[src/rtl/vga_pkg.sv]
// vga_pkg: 640x480 timing constants, the TinyVGA PMOD bit map and the receiver state type.
package vga_pkg;
    localparam int VGA_H_ACTIVE = 640;
    localparam int VGA_H_FRONT  = 16;
    localparam int VGA_H_SYNC   = 96;
    localparam int VGA_H_BACK   = 48;
    localparam int VGA_H_TOTAL  = VGA_H_ACTIVE + VGA_H_FRONT + VGA_H_SYNC + VGA_H_BACK;
    localparam int VGA_V_ACTIVE = 480;
    localparam int VGA_V_FRONT  = 10;
    localparam int VGA_V_SYNC   = 2;
    localparam int VGA_V_BACK   = 33;
    localparam int VGA_V_TOTAL  = VGA_V_ACTIVE + VGA_V_FRONT + VGA_V_SYNC + VGA_V_BACK;

    // PMOD bus order {hsync,B0,G0,R0,vsync,B1,G1,R1}
    localparam int HS_BIT = 7;
    localparam int B0_BIT = 6;
    localparam int G0_BIT = 5;
    localparam int R0_BIT = 4;
    localparam int VS_BIT = 3;
    localparam int B1_BIT = 2;
    localparam int G1_BIT = 1;
    localparam int R1_BIT = 0;

    typedef enum logic [1:0] {SEARCH, ACQUIRE, LOCKED} rx_state_t;

    function automatic logic [5:0] pmod_rgb(input logic [7:0] b);
        return {b[R1_BIT], b[R0_BIT], b[G1_BIT], b[G0_BIT], b[B1_BIT], b[B0_BIT]};
    endfunction
endpackage

[src/rtl/vga_crc16_6b.sv]
// vga_crc16_6b: CRC-16/CCITT (poly 0x1021) next state for one 6-bit symbol, MSB first.
module vga_crc16_6b (
    input  logic [15:0] crc,
    input  logic [5:0]  data,
    output logic [15:0] crc_next
);
    always_comb begin
        crc_next = crc;
        for (int i = 5; i >= 0; i--)
            crc_next = {crc_next[14:0], 1'b0} ^ ((crc_next[15] ^ data[i]) ? 16'h1021 : 16'h0000);
    end
endmodule

[src/rtl/vga_pmod_receiver.sv]
// vga_pmod_receiver: recovers sync timing, pixel coordinates, lock and error count from the PMOD bus.
// Define VGA_RX_CRC_EN to compute a per-frame CRC of the locked pixel stream; otherwise frame_crc is 0.
module vga_pmod_receiver import vga_pkg::*; #(
    parameter int H_TOTAL     = VGA_H_TOTAL,
    parameter int V_TOTAL     = VGA_V_TOTAL,
    parameter int H_START     = VGA_H_SYNC + VGA_H_BACK,
    parameter int V_START     = VGA_V_SYNC + VGA_V_BACK,
    parameter int H_ACTIVE    = VGA_H_ACTIVE,
    parameter int V_ACTIVE    = VGA_V_ACTIVE,
    parameter int LOCK_FRAMES = 2,
    parameter int SYNC_LOW    = 1
) (
    input  logic        clk,
    input  logic        rst_n,
    input  logic [7:0]  vga_in,
    output logic        pix_valid,
    output logic [9:0]  pix_x,
    output logic [9:0]  pix_y,
    output logic [5:0]  pix_rgb,
    output logic        frame_start,
    output logic        locked,
    output logic [7:0]  err_cnt,
    output logic [15:0] frame_crc
);
    localparam logic [9:0] CMAX = 10'd1023;

    logic [7:0] s1, s2;
    logic [9:0] h_cnt, v_cnt;
    logic [3:0] good, good_n;
    logic [7:0] err_cnt_n;
    rx_state_t  state, state_n;
    logic       h_edge, v_edge, line_err, frame_err, err, in_win, ve_q;

    function automatic logic act(input logic b);
        return (SYNC_LOW != 0) ? ~b : b;
    endfunction

    // Sample registers carry no reset so a mid-frame reset does not fake a sync edge
    always_ff @(posedge clk) begin
        s1 <= vga_in;
        s2 <= s1;
    end

    assign h_edge    = act(s1[HS_BIT]) & ~act(s2[HS_BIT]);
    assign v_edge    = act(s1[VS_BIT]) & ~act(s2[VS_BIT]);
    assign line_err  = h_edge ? (h_cnt != 10'(H_TOTAL - 1)) : (h_cnt == CMAX - 10'd1);
    assign frame_err = v_edge ? (v_cnt != 10'(V_TOTAL - 1)) : (h_edge && v_cnt == CMAX - 10'd1);
    assign err       = line_err | frame_err;
    assign in_win    = int'(h_cnt) >= H_START && int'(h_cnt) < H_START + H_ACTIVE &&
                       int'(v_cnt) >= V_START && int'(v_cnt) < V_START + V_ACTIVE;
    assign locked    = state == LOCKED;

    always_ff @(posedge clk) begin
        if (!rst_n) begin
            h_cnt   <= '0;
            v_cnt   <= '0;
            state   <= SEARCH;
            good    <= '0;
            err_cnt <= '0;
        end else begin
            h_cnt   <= h_edge ? '0 : (h_cnt == CMAX ? h_cnt : h_cnt + 10'd1);
            v_cnt   <= v_edge ? '0 : ((h_edge && v_cnt != CMAX) ? v_cnt + 10'd1 : v_cnt);
            state   <= state_n;
            good    <= good_n;
            err_cnt <= err_cnt_n;
        end
    end

    always_comb begin
        state_n   = state;
        good_n    = good;
        err_cnt_n = err_cnt;
        case (state)
            SEARCH: if (v_edge) begin
                state_n = ACQUIRE;
                good_n  = '0;
            end
            ACQUIRE: if (err) state_n = SEARCH;
                else if (v_edge) begin
                    good_n = good + 4'd1;
                    if (good_n == 4'(LOCK_FRAMES)) state_n = LOCKED;
                end
            LOCKED: if (err) begin
                state_n = SEARCH;
                if (err_cnt != 8'hFF) err_cnt_n = err_cnt + 8'd1;
            end
            default: state_n = SEARCH;
        endcase
    end

    // Output stage: h_cnt/v_cnt describe the sample held in s2
    always_ff @(posedge clk) begin
        if (!rst_n) begin
            pix_valid   <= 1'b0;
            pix_x       <= '0;
            pix_y       <= '0;
            pix_rgb     <= '0;
            ve_q        <= 1'b0;
            frame_start <= 1'b0;
        end else begin
            pix_valid   <= in_win & locked;
            pix_x       <= h_cnt - 10'(H_START);
            pix_y       <= v_cnt - 10'(V_START);
            pix_rgb     <= pmod_rgb(s2);
            ve_q        <= v_edge;
            frame_start <= ve_q;
        end
    end

`ifdef VGA_RX_CRC_EN
    logic [15:0] crc, crc_nxt;

    vga_crc16_6b u_crc (.crc(crc), .data(pix_rgb), .crc_next(crc_nxt));

    always_ff @(posedge clk) begin
        if (!rst_n) begin
            crc       <= 16'hFFFF;
            frame_crc <= '0;
        end else if (err) begin
            crc <= 16'hFFFF;
        end else if (v_edge && locked) begin
            frame_crc <= crc;
            crc       <= 16'hFFFF;
        end else if (pix_valid) begin
            crc <= crc_nxt;
        end
    end
`else
    assign frame_crc = '0;
`endif
endmodule

[config.mk]
export PLATFORM = sky130hd
export DESIGN_NAME = vga_pmod_receiver
export DESIGN_NICKNAME = d
export VERILOG_FILES = /design/src/rtl/vga_pkg.sv /design/src/rtl/vga_crc16_6b.sv /design/src/rtl/vga_pmod_receiver.sv
export SDC_FILE = /design/constraint.sdc
export NUM_CORES = 1
export LEC_CHECK = 0
export BUFFER_PORTS_ARGS = -buffer_cell sky130_fd_sc_hd__buf_2
export CAP_MARGIN = 20
export CELL_PAD_IN_SITES_DETAIL_PLACEMENT = 0
export CELL_PAD_IN_SITES_GLOBAL_PLACEMENT = 1
export CORE_MARGIN = 3
export CORE_UTILIZATION = 25
export DETAILED_ROUTE_END_ITERATION = 6
export PLACE_DENSITY_LB_ADDON = 0.1
export SYNTH_ARGS = -nofsm -noshare
export SYNTH_HDL_FRONTEND = slang
export SYNTH_SLANG_ARGS = --single-unit
[constraint.sdc]
create_clock -name clk -period 4.4 [get_ports clk]
set_clock_uncertainty 0.1 [all_clocks]
set_input_delay 1.1 -clock clk [delete_from_list [all_inputs] [get_ports clk]]
set_output_delay 1.1 -clock clk [all_outputs]
set_load 0.05 [all_outputs]
After elaboration in Yosys (flattened, before gate mapping):

Index checks and enable logic that the tools add are counted.

* equal/unequal tests: 16
* magnitude comparators: 4
* bitwise gates (word level): 7
* shifts and indexed selects: 0
* mux-type cells: 12
* add/subtract/negate cells: 6
* div/mod/pow operators: 0
* $mul: 0
* reductions and logical operators: 12

Operators by type and width (number)
* equality test 10 bit (second input constant): 3
* != test 10 bit (second input constant): 3
* adder 10 x 1 -> 10 bit (second input constant): 2
* < comparator 10 bit (second input constant): 2
* 2-to-1 mux 4 bit: 3
* greater-or-equal comparator 10 x 6 -> 1 bit (second input constant): 1
* greater-or-equal comparator 10 x 8 -> 1 bit (second input constant): 1
* 2-to-1 mux 2 bit: 5
* subtractor 10 x 6 -> 10 bit (second input constant): 1
* subtractor 10 x 8 -> 10 bit (second input constant): 1
* adder 8 x 1 -> 8 bit (second input constant): 1
* != test 8 bit (second input constant): 1
* one-hot mux 4 bit (2 select lines): 1
* AND reduction 4 bit: 2
* != test 2 bit (second input constant): 3
* != test 3 bit (second input constant): 2
* one-hot mux 2 bit (3 select lines): 1
* logical AND 1 bit: 5
* adder 4 x 1 -> 4 bit (second input constant): 1
* equality test 4 x 2 -> 1 bit (second input constant): 1
* OR reduction 2 bit: 2
* AND 1 bit: 3
* inverter 1 bit: 3
* AND reduction 3 bit: 1
* 7 further kinds: 8

* input port bits: 10
* memories: 0
* latch bits: 0
* register bits after elaboration: 79
* memory bits (writable): 0
* memory bits (read-only): 0
* word-level logic and storage cells: 70
* output and inout bits: 53

Logic depth before layout (Yosys ltp):

* depth after elaboration: 7
* gate-level depth with buffers: 9
* depth with buffers taken out: 8

Least setup slack after synthesis:

Ideal clock, no wire load.

* path kind: flip-flop to output port
* start: register state[1]
* end: output locked
* required time: 3.200 ns
* setup slack: 2.006 ns
* stages on the path, launching flop included: 2
* arrival: 1.194 ns
* cell sequence: dfxtp_1 nor2b_1

* longest elaborated chain between the ends: 1

RTL lines
* from (decl): RTL line vga_pmod_receiver.sv:31 `rx_state_t state, state_n;`
* from (signal assigned): RTL line vga_pmod_receiver.sv:63 `state <= state_n;`
* equality test 2 bit: RTL line vga_pmod_receiver.sv:51 `assign locked = state == LOCKED;`
* to (decl): RTL line vga_pmod_receiver.sv:21 `output logic locked,`

No other way between the ends.

Worst setup path after layout:

* start: register state[0]
* end: output locked

Same word-level chain as after synthesis.

==> run_results.csv <==
group,metric,value,unit
status,status,"finished clean",
routing,wl_met1,3682,um
setup_path,critPathRequiredTime,3.20,ns
clocking,clkTransAtPathRegs,0.06,ns
routing,met2_length,3034,um
cells_and_area,post_route_cells_drive_above_1_share,17.71,%
pwr,p_per_area,442.8,nW/um2
logic_synthesis,synth.most_common_cell,"dfxtp_1",
floorplanning,coreArea,12720,um2
setup_path,start_kind,"flop",
routing,first_pass_iters,4,
cells_and_area,fin_cells,573,
global_route,grt_pass1_vias,2342,
routing,drt_iter0_drc,120,
global_route,grt_util_all_layers,10.18,%
timing,fin_crit,2.687,ns
timing,tns,0,ns
logic_synthesis,async_flop_share,0,%
pwr,ir_worst_vdd,166.9,uV
clocking,clockBufferDepth,2,
floorplanning,die_h,120.5,um
job,cap_violations,0,
timing,period_share,61.08,%
cells_and_area,fin_util,31.10,%
setup_path,crit_chain,"nor2b_1, buf_2",
global_route,antenna_found_initial,0,
pwr,p_leak,1.625,nW
clocking,postCtsSetupBuffers,0,
place,dp_hpwl,4977,um
global_route,grt_max_degree,31,
floorplanning,start_util,25.77,%
clocking,clock_sinks,79,
floorplanning,io_pins,63,
logic_synthesis,netlist.area_leader.share,48.24,%
clocking,cts-resized-gates,0,
setup_path,end_kind,"primary output",
floorplanning,die_w,120.5,um
setup_path,critPathMaxFanout,11,
routing,via_per_inst,4.187,
logic_synthesis,synth_edf_count,0,
logic_synthesis,yosys-top-cells-area,"dfxtp_1, nor2_1, ha_1",
routing,wirelength,7161,um
logic_synthesis,yosys.area.top_type,"dfxtp_1",
routing,drc,0,
logic_synthesis,synth_area,3278,um2
setup_path,cp_slowest_cell,"dfxtp_1",
logic_synthesis,synth-seq-cells,79,
floorplanning,dieArea,14520,um2
setup_path,critical_path_class,"flop to primary output",
place,place_congestion,0.7092,
min_path,hold_class,"flop to flop",
timing,timing.hold.ws,0.2264,ns
logic_synthesis,yosysWarnings,0,
routing,dr_total_vias,2399,
timing,slew_violations,0,
logic_synthesis,yosysSeqAreaShare,48.24,%
routing,top_layer_used,"met4",
clocking,cts-buffers-inserted,9,
timing,finalSetupViolations,0,
clocking,cts_tree,"done",
clocking,cts.htree.levels,3,
logic_synthesis,yosysUniqueCellTypes,45,
logic_synthesis,ys.flop_type,"dfxtp_1",
routing,wl_met3,372,um
routing,ant_nets,0,
setup_path,arrival,1.49,ns
logic_synthesis,synthCells,357,
global_route,grt-ovfl-total,0,
cells_and_area,area.growth.synth_to_final,20.69,%
floorplanning,num_rows,41,
cells_and_area,fillers,1399,
clocking,cts-root-buf,"clkbuf_16",
global_route,grt_pass1_wl,11560,um
place,portBuffers,46,
place,dp_cells,556,
clocking,hold_buffers,0,
setup_path,max_stage_delay,0.41,ns
timing,hold_viol_final,0,
cells_and_area,diodes,0,
clocking,clk-insertion-delay-late,0.33,ns
cells_and_area,nets,418,
setup_path,path_delay_family,"flip-flops",
timing,max_freq,0.3721,GHz
logic_synthesis,syn_area_per_cell,9.182,um2
timing,rsz0062_at_grt,"no",
setup_path,crit_buf_inv,1,
logic_synthesis,netlist_top_cells_count,"dfxtp_1, nor2_1, nand2_1",
routing,wire_per_inst,12.50,um
sequential cells by signal (all words and copies together), names as in the netlist:
signal       flops
pix_valid        1
s1               8
ve_q             1
pix_y           10
pix_rgb          6
good             4
state            2
frame_start      1
s2               8
pix_x           10
err_cnt          8
v_cnt           10
h_cnt           10
path summary, 6_finish.rpt:
kind	start	to	slack [ns]	cells after the start
worst max-delay path	state[0]	locked	1.71	2
worst min-delay path	s1[4]	s2[4]	0.23	0
worst max register to register	h_cnt[4]	err_cnt[5]	2.05	7
worst min register to register	s1[4]	s2[4]	0.23	0
power breakdown:
group | leakage [nW] | total, mW | switching, mW | internal [mW]
clock | 0.173 | 0.878 | 0.304 | 0.574
sequential | 0.650 | 0.747 | 0.00948 | 0.738
combinational | 0.801 | 0.127 | 0.102 | 0.0252
total | 1.62 | 1.75 | 0.415 | 1.34
logic make-up after synthesis:
family,count (synthesis),share of synthesized area [%]
AND/OR/NAND/NOR,152,23.55
flip-flops,79,48.24
buffers and inverters,45,7.557
AO/OA/AOI/OAI,42,8.931
XOR/XNOR,24,6.412
adder cells (fa/ha/maj),12,4.580
multiplexers,2,0.6107
other,1,0.1144
cells in the final DEF (no fill, tap or decap), types with 3 or more instances in the layout:
cell and instances:
or3_1 5, or4_1 5, nand4_1 5, o211ai_1 6
a31oi_1 6, conb_1 16, and2_1 13, nand3_1 14
inv_1 11, bufinv_16 3, nor3_1 9, a21oi_1 11
nand2_1 23, dfxtp_1 79, buf_2 46, nor2_1 49
and3_1 4, o21ai_0 7, ha_1 12, clkbuf_16 9
nor2b_1 5, xnor2_1 10, nor4_1 4, nand2b_1 7
xor2_1 14
through the flow:
| step | area, um2 | power [mW] | setup WS [ns] |
|---|---|---|---|
| finish | 3956 | 1.752 | 1.713 |
| global placement | 3573 | 0.8899 | 1.496 |
| detailed placement | 3573 | 0.8894 | 1.501 |
| global route | 3956 | 1.821 | 1.604 |
| CTS | 3929 | 1.778 | 1.694 |
| floorplan | 3334 | 0.8737 | 2.006 |
cell type report:
| cell class | instances | area, um2 | area share [%] |
|---|---|---|---|
| Clock buffer | 10 | 239.0 | 6.040 |
| Multi-Input combinational cell | 248 | 1505 | 38.05 |
| Timing Repair Buffer | 47 | 257.7 | 6.515 |
| Inverter | 11 | 41.29 | 1.044 |
| Tap cell | 172 | 215.2 | 5.440 |
| Clock inverter | 6 | 116.4 | 2.941 |
| Sequential cell | 79 | 1582 | 39.97 |
per-layer routing:
layer / vias up / global-route usage, %
met1: 1087 / 13.84
met5: - / 0
met4: 0 / 4.462
met3: 5 / 3.461
li1: 1257 / -
met2: 50 / 14.60
Note: power is estimated with default switching activity, not from simulation.
